===== src/rtl/brick_move_ctrl.sv =====
// Move controller for the active brick: spawn, candidate moves, collision
// verdicts from an external checker, commit or reject, and lock into the board.
`ifndef POS_LEN
`define POS_LEN 8
`endif
`ifndef DIR_LEN
`define DIR_LEN 2
`endif
`ifndef BRICK_LEN
`define BRICK_LEN 3
`endif
// Position is {row[7:4], col[3:0]}; down means the next row.
`ifndef POS_LEFT
`define POS_LEFT(p) {p[7:4], p[3:0] - 4'd1}
`endif
`ifndef POS_RIGHT
`define POS_RIGHT(p) {p[7:4], p[3:0] + 4'd1}
`endif
`ifndef POS_DOWN
`define POS_DOWN(p) {p[7:4] + 4'd1, p[3:0]}
`endif

module brick_move_ctrl #(
    parameter logic [`POS_LEN-1:0] SPAWN_POS = '0,
    parameter logic [`DIR_LEN-1:0] SPAWN_DIR = '0
) (
    input  logic                  clk,
    input  logic                  rst_n,
    input  logic                  spawn,
    input  logic [`BRICK_LEN-1:0] spawn_type,
    input  logic                  cmd_valid,
    input  logic [1:0]            cmd,
    output logic                  cmd_ready,
    output logic [`POS_LEN-1:0]   cand_pos,
    output logic [`DIR_LEN-1:0]   cand_dir,
    output logic [`BRICK_LEN-1:0] cand_type,
    input  logic                  is_collided,
    output logic [`POS_LEN-1:0]   cur_pos,
    output logic [`DIR_LEN-1:0]   cur_dir,
    output logic [`BRICK_LEN-1:0] cur_type,
    output logic                  active,
    output logic                  cmd_done,
    output logic                  cmd_ok,
    output logic                  lock_valid,
    output logic                  game_over
);

    typedef enum logic [2:0] {
        S_IDLE,
        S_SPAWN_CHK,
        S_READY,
        S_MOVE_CHK,
        S_LOCK,
        S_OVER
    } state_t;

    localparam logic [1:0] CMD_LEFT  = 2'd0;
    localparam logic [1:0] CMD_RIGHT = 2'd1;
    localparam logic [1:0] CMD_ROT   = 2'd2;
    localparam logic [1:0] CMD_DOWN  = 2'd3;

    state_t                  r_state;
    logic [1:0]              r_cmd;
    logic [`POS_LEN-1:0]     r_cand_pos;
    logic [`DIR_LEN-1:0]     r_cand_dir;
    logic [`BRICK_LEN-1:0]   r_cand_type;
    logic [`POS_LEN-1:0]     r_cur_pos;
    logic [`DIR_LEN-1:0]     r_cur_dir;
    logic [`BRICK_LEN-1:0]   r_cur_type;
    logic                    r_active;
    logic                    r_cmd_ready;
    logic                    r_cmd_done;
    logic                    r_cmd_ok;
    logic                    r_lock_valid;
    logic                    r_game_over;

    logic [`POS_LEN-1:0]     w_nxt_pos;
    logic [`DIR_LEN-1:0]     w_nxt_dir;

    always_comb begin
        w_nxt_pos = r_cur_pos;
        w_nxt_dir = r_cur_dir;
        unique case (cmd)
            CMD_LEFT:  w_nxt_pos = `POS_LEFT(r_cur_pos);
            CMD_RIGHT: w_nxt_pos = `POS_RIGHT(r_cur_pos);
            CMD_ROT:   w_nxt_dir = r_cur_dir + 1'b1;
            CMD_DOWN:  w_nxt_pos = `POS_DOWN(r_cur_pos);
        endcase
    end

    always_ff @(posedge clk or negedge rst_n) begin
        if (!rst_n) begin
            r_state      <= S_IDLE;
            r_cmd        <= '0;
            r_cand_pos   <= '0;
            r_cand_dir   <= '0;
            r_cand_type  <= '0;
            r_cur_pos    <= '0;
            r_cur_dir    <= '0;
            r_cur_type   <= '0;
            r_active     <= 1'b0;
            r_cmd_ready  <= 1'b0;
            r_cmd_done   <= 1'b0;
            r_cmd_ok     <= 1'b0;
            r_lock_valid <= 1'b0;
            r_game_over  <= 1'b0;
        end else begin
            r_cmd_done   <= 1'b0;
            r_lock_valid <= 1'b0;
            unique case (r_state)
                S_IDLE: begin
                    // Holds through the lock_valid cycle, then drops.
                    r_active <= 1'b0;
                    if (spawn) begin
                        r_cand_pos  <= SPAWN_POS;
                        r_cand_dir  <= SPAWN_DIR;
                        r_cand_type <= spawn_type;
                        r_state     <= S_SPAWN_CHK;
                    end
                end
                S_SPAWN_CHK: begin
                    if (is_collided) begin
                        r_game_over <= 1'b1;
                        r_cand_pos  <= r_cur_pos;
                        r_cand_dir  <= r_cur_dir;
                        r_cand_type <= r_cur_type;
                        r_state     <= S_OVER;
                    end else begin
                        r_cur_pos   <= r_cand_pos;
                        r_cur_dir   <= r_cand_dir;
                        r_cur_type  <= r_cand_type;
                        r_active    <= 1'b1;
                        r_cmd_ready <= 1'b1;
                        r_state     <= S_READY;
                    end
                end
                S_READY: begin
                    if (cmd_valid) begin
                        r_cand_pos  <= w_nxt_pos;
                        r_cand_dir  <= w_nxt_dir;
                        r_cmd       <= cmd;
                        r_cmd_ready <= 1'b0;
                        r_state     <= S_MOVE_CHK;
                    end
                end
                S_MOVE_CHK: begin
                    r_cmd_done <= 1'b1;
                    if (!is_collided) begin
                        r_cur_pos   <= r_cand_pos;
                        r_cur_dir   <= r_cand_dir;
                        r_cmd_ok    <= 1'b1;
                        r_cmd_ready <= 1'b1;
                        r_state     <= S_READY;
                    end else begin
                        r_cand_pos <= r_cur_pos;
                        r_cand_dir <= r_cur_dir;
                        r_cmd_ok   <= 1'b0;
                        if (r_cmd == CMD_DOWN) begin
                            r_state <= S_LOCK;
                        end else begin
                            r_cmd_ready <= 1'b1;
                            r_state     <= S_READY;
                        end
                    end
                end
                S_LOCK: begin
                    r_lock_valid <= 1'b1;
                    r_state      <= S_IDLE;
                end
                S_OVER: begin
                    r_state <= S_OVER;
                end
                default: r_state <= S_IDLE;
            endcase
        end
    end

    assign cmd_ready  = r_cmd_ready;
    assign cand_pos   = r_cand_pos;
    assign cand_dir   = r_cand_dir;
    assign cand_type  = r_cand_type;
    assign cur_pos    = r_cur_pos;
    assign cur_dir    = r_cur_dir;
    assign cur_type   = r_cur_type;
    assign active     = r_active;
    assign cmd_done   = r_cmd_done;
    assign cmd_ok     = r_cmd_ok;
    assign lock_valid = r_lock_valid;
    assign game_over  = r_game_over;

endmodule

===== config.mk =====
export PLATFORM = sky130hd
export DESIGN_NAME = brick_move_ctrl
export DESIGN_NICKNAME = d
export VERILOG_FILES = /design/src/rtl/brick_move_ctrl.sv
export SDC_FILE = /design/constraint.sdc
export NUM_CORES = 1
export LEC_CHECK = 0
export CORE_ASPECT_RATIO = 0.75
export CORE_MARGIN = 5
export CORE_UTILIZATION = 45
export CTS_CLUSTER_DIAMETER = 50
export DETAILED_ROUTE_END_ITERATION = 7
export PLACE_DENSITY = 0.76
export SYNTH_ARGS = -nofsm -noshare
export SYNTH_HDL_FRONTEND = slang
export SYNTH_SLANG_ARGS = --single-unit

===== constraint.sdc =====
create_clock -name clk -period 1.7 [get_ports clk]
set_input_delay 0.51 -clock clk [delete_from_list [all_inputs] [get_ports clk]]
set_output_delay 0.51 -clock clk [all_outputs]
set_load 0.01 [all_outputs]

==> flow_results.xml <==
<?xml version="1.0" encoding="UTF-8"?>
<metrics>
  <group name="clock_tree">
    <metric name="clock_tree.root_cell" unit="">sky130_fd_sc_hd__clkbuf_8</metric>
    <metric name="clock_tree.buffer_depth" unit="">2</metric>
    <metric name="clk-insertion-delay-late" unit="ps">290</metric>
    <metric name="h-tree-depth" unit="">2</metric>
    <metric name="cts_tree" unit="">done</metric>
    <metric name="tritoncts_num_sinks" unit="">37</metric>
    <metric name="cts_hold_buffers" unit="">0</metric>
    <metric name="clkSlewWorstSetupHoldPaths" unit="ps">70</metric>
    <metric name="numCtsBuffers" unit="">5</metric>
  </group>
  <group name="sta">
    <metric name="transition_time_at_the_pin_with_the_least_slew_margin" unit="ps">299</metric>
    <metric name="worst_clock_skew" unit="ps">2.79</metric>
    <metric name="grt_setup_unrepaired" unit="">true</metric>
    <metric name="max_slew_margin" unit="">0.800</metric>
    <metric name="min_period" unit="ps">1770</metric>
    <metric name="timing.final.hold_violations" unit="">0</metric>
    <metric name="timing.fmax" unit="GHz">0.565</metric>
    <metric name="layout_worst_path_cycle_share" unit="">1.04</metric>
    <metric name="finalSetupViolations" unit="">4</metric>
    <metric name="slew_violations" unit="">0</metric>
    <metric name="finalHoldWorstSlack" unit="ps">477</metric>
    <metric name="post-route-worst-setup-slack" unit="ps">-70.9</metric>
  </group>
  <group name="drt">
    <metric name="routed_wl" unit="mm">4.98</metric>
    <metric name="post_drt_wl_per_cell" unit="µm">16.5</metric>
    <metric name="detailroute.via_count" unit="">1625</metric>
    <metric name="remaining_drc_errors" unit="">0</metric>
    <metric name="initialDrtViolationCount" unit="">87</metric>
    <metric name="first_pass_drt_iterations" unit="">4</metric>
    <metric name="routed_via_density" unit="">5.38</metric>
    <metric name="final_antenna_net_count" unit="">0</metric>
  </group>
  <group name="logic_synthesis">
    <metric name="ys_ff_latch" unit="">37</metric>
    <metric name="yosysWarningCount" unit="">0</metric>
    <metric name="synth-xor-area-share" unit="">0.00943</metric>
    <metric name="netlist_area" unit="µm²">1860</metric>
    <metric name="fraction_of_the_mapped_netlist_area_in_adder_cells" unit="">0.0310</metric>
    <metric name="ys_types" unit="">48</metric>
    <metric name="synth-edff-count" unit="">0</metric>
    <metric name="synth_fp_nets" unit="">181</metric>
    <metric name="post_synthesis_cell_count" unit="">167</metric>
    <metric name="share_of_the_synthesized_area_in_compound_gates_ao_oa_aoi_oai" unit="">0.208</metric>
    <metric name="synth_mux_area_frac" unit="">0.0788</metric>
    <metric name="synth-async-reset-ratio" unit="">1.00</metric>
    <metric name="yosys_most_used_dff" unit="">sky130_fd_sc_hd__dfrtp_1</metric>
    <metric name="synthesis.area_per_instance" unit="µm²">11.1</metric>
    <metric name="main_combinational_cell_family_by_area_after_synthesis" unit="">compound AO/OA/AOI/OAI gates</metric>
    <metric name="synthSimpleGateAreaFrac" unit="">0.131</metric>
    <metric name="synth_sequential_area_ratio" unit="">0.499</metric>
  </group>
  <group name="global_route">
    <metric name="grt_start_max_net_pins" unit="">38</metric>
    <metric name="grt_overflow" unit="">0</metric>
    <metric name="antenna_found_initial" unit="">0</metric>
    <metric name="grt_first_pass_wirelength" unit="mm">8.47</metric>
    <metric name="global_route.usage.total" unit="">0.196</metric>
    <metric name="via_count_of_the_first_global_routing_pass" unit="">1750</metric>
  </group>
  <group name="worst_hold_path">
    <metric name="hp-class" unit="">reg -&gt; reg</metric>
    <metric name="timing.hold.worst_endpoint" unit="">game_over$_DFFE_PN0P_</metric>
    <metric name="hold_path_startpoint" unit="">game_over$_DFFE_PN0P_</metric>
    <metric name="whs_path_depth" unit="">1</metric>
  </group>
  <group name="place">
    <metric name="dp.final_hpwl" unit="mm">3.68</metric>
    <metric name="place_congestion" unit="">0.791</metric>
    <metric name="io_buf_count" unit="">41</metric>
    <metric name="dpl_worst_slack" unit="ps">-817</metric>
    <metric name="dpl.cell_count" unit="">290</metric>
  </group>
  <group name="status">
    <metric name="status" unit="">complete, but fails checks</metric>
    <metric name="failed_checks" unit="">setup timing</metric>
  </group>
  <group name="layout">
    <metric name="layout.nets" unit="">260</metric>
    <metric name="area_occupied_by_multi_input_gates" unit="µm²">902</metric>
    <metric name="area_growth" unit="%">47.4</metric>
    <metric name="layout.core_utilization" unit="">0.679</metric>
    <metric name="post_route_cells_drive_above_1_share" unit="">0.304</metric>
    <metric name="fillerInstances" unit="">322</metric>
    <metric name="mostFrequentLayoutCell" unit="">sky130_fd_sc_hd__buf_4</metric>
    <metric name="most-common-layout-cells" unit="">sky130_fd_sc_hd__buf_4 (40), sky130_fd_sc_hd__dfrtp_1 (36), sky130_fd_sc_hd__dlygate4sd2_1 (28)</metric>
    <metric name="final_cell_count_no_fill" unit="">302</metric>
    <metric name="antenna-diode-count" unit="">0</metric>
    <metric name="area.sequential" unit="µm²">927</metric>
  </group>
  <group name="floorplan">
    <metric name="floorplan.rows" unit="">20</metric>
    <metric name="die_outline_width" unit="µm">84.2</metric>
    <metric name="coreArea" unit="µm²">4030</metric>
    <metric name="die_h" unit="µm">65.6</metric>
    <metric name="initial_utilization" unit="">0.461</metric>
    <metric name="die_area" unit="µm²">5520</metric>
    <metric name="io-pin-count" unit="">42</metric>
  </group>
  <group name="power_and_ir_drop">
    <metric name="total_power" unit="mW">4.73</metric>
    <metric name="irDropWorstVdd" unit="µV">872</metric>
    <metric name="power_density" unit="nW/µm²">1730</metric>
    <metric name="p_leak" unit="nW">1.34</metric>
  </group>
  <group name="critical_path">
    <metric name="worst_ep_required_time" unit="ps">1880</metric>
    <metric name="worst-r2r-cell-count" unit="">5</metric>
    <metric name="timing_worst_setup_path_type" unit="">in -&gt; reg</metric>
    <metric name="ff2ff_setup_slack" unit="ps">-50</metric>
    <metric name="crit_path_start_kind" unit="">input port</metric>
    <metric name="crit_path_max_fanout" unit="">3</metric>
    <metric name="data_arrival_time_of_the_worst_path" unit="ps">1950</metric>
    <metric name="worst_setup_path_end_kind" unit="">flip-flop</metric>
    <metric name="worst_r2r_endpoint" unit="">cand_pos[3]$_DFFE_PN0P_</metric>
    <metric name="regToRegStartpoint" unit="">cur_pos[1]$_DFFE_PN0P_</metric>
  </group>
  <group name="job">
    <metric name="maxCapViolations" unit="">0</metric>
  </group>
</metrics>
-- worst max path at each step --
stage / start / to / slack [ps] / depth (start not counted)
floorplan: cmd[1] / cand_pos[3]$_DFFE_PN0P_ / -280 / 8
global placement: cmd[1] / cand_pos[3]$_DFFE_PN0P_ / -770 / 8
detailed placement: cmd[1] / cand_pos[3]$_DFFE_PN0P_ / -820 / 8
CTS: cmd[1] / cand_pos[3]$_DFFE_PN0P_ / -90 / 8
global route: cmd[1] / cand_pos[3]$_DFFE_PN0P_ / -110 / 8
finish: cmd[1] / cand_pos[3]$_DFFE_PN0P_ / -70 / 8
-- kinds of logic (layout without fill, tap and decap cells) --
group | after synthesis | in the layout
adders and majority gates | 4 | 4
AOI/OAI and AO/OA | 53 | 53
DFF | 37 | 37
buffers and inverters | 16 | 96
and+or+nand+nor | 42 | 42
xor gates and xnor gates | 2 | 2
muxes | 13 | 13
-- critical path, stage by stage --
cell and delay [ps]:
sky130_fd_sc_hd__buf_4 130, sky130_fd_sc_hd__inv_8 50, sky130_fd_sc_hd__nand2_4 60, sky130_fd_sc_hd__ha_4 220, sky130_fd_sc_hd__a21o_1 190, sky130_fd_sc_hd__a21oi_2 170
sky130_fd_sc_hd__mux2_4 310, sky130_fd_sc_hd__a311o_1 310
-- report_power, final --
part	switching, mW	internal, mW
logic	1.12	1.31
registers	0.287	1.22
clock network	0.310	0.478
-- registers in the layout (all words and copies together) (netlist names) --
register / cells
cmd_done: 1
lock_valid: 1
r_cmd: 2
cmd_ok: 1
cur_dir: 2
cur_type: 3
cmd_ready: 1
game_over: 1
cur_pos: 8
cand_dir: 2
active: 1
cand_pos: 8
cand_type: 3
r_state: 3
-- area by class of cell --
type	instances	area share
Sequential cell	37	0.339
Multi-Input combinational cell	114	0.330
Timing Repair Buffer	81	0.251
Clock buffer	7	0.0316
Tap cell	55	0.0251
Inverter	7	0.0123
Clock inverter	1	0.0110
-- synthesized netlist by cell type (2+ instances only) --
library cell | number | area [µm²]
sky130_fd_sc_hd__nor3_1 | 4 | 20.0
sky130_fd_sc_hd__nand2_1 | 11 | 41.3
sky130_fd_sc_hd__o21ai_0 | 12 | 60.1
sky130_fd_sc_hd__a22oi_1 | 2 | 15.0
sky130_fd_sc_hd__o2bb2ai_1 | 6 | 52.6
sky130_fd_sc_hd__a2bb2oi_1 | 5 | 43.8
sky130_fd_sc_hd__inv_1 | 7 | 26.3
sky130_fd_sc_hd__nor4_1 | 2 | 12.5
sky130_fd_sc_hd__nand3_1 | 2 | 10.0
sky130_fd_sc_hd__nand3b_1 | 4 | 30.0
sky130_fd_sc_hd__o22ai_1 | 3 | 18.8
sky130_fd_sc_hd__a21boi_0 | 3 | 22.5
sky130_fd_sc_hd__clkbuf_1 | 3 | 11.3
sky130_fd_sc_hd__mux2_2 | 13 | 146
sky130_fd_sc_hd__dfrtp_1 | 37 | 926
sky130_fd_sc_hd__a22o_1 | 3 | 26.3
sky130_fd_sc_hd__buf_6 | 2 | 22.5
sky130_fd_sc_hd__nand2b_1 | 2 | 12.5
sky130_fd_sc_hd__a31oi_1 | 4 | 25.0
sky130_fd_sc_hd__a21o_1 | 2 | 15.0
sky130_fd_sc_hd__buf_2 | 4 | 20.0
sky130_fd_sc_hd__ha_1 | 3 | 37.5
sky130_fd_sc_hd__nor2_1 | 5 | 18.8
sky130_fd_sc_hd__nor3b_1 | 2 | 15.0
sky130_fd_sc_hd__a21oi_1 | 3 | 15.0
-- timing repair --
item | in CTS | in global routing
resized for setup | 39 | 8
pin swaps | 1 | 1
buffers inserted | 4 | 0
setup endpoints to repair | 46 | 17
-- per-layer routing --
metal  up-vias  GRT usage  wire length, µm  share of wire
met5         -          0                0              0
met4         0     0.0643               60          0.012
met3         8     0.0426              243          0.049
met2        43      0.317             2310           0.46
met1       792      0.263             2360           0.47
li1        782          -                -              -
-- per-stage QoR --
stage          cell area [µm²]  setup TNS, ps
2_1_floorplan             1900           -279
3_3_place_gp              2600          -8720
3_5_place_dp              2600          -9320
4_1_cts                   2710           -118
5_1_grt                   2740           -468
6_report                  2740           -102
Note: power is estimated with default switching activity, not from simulation.
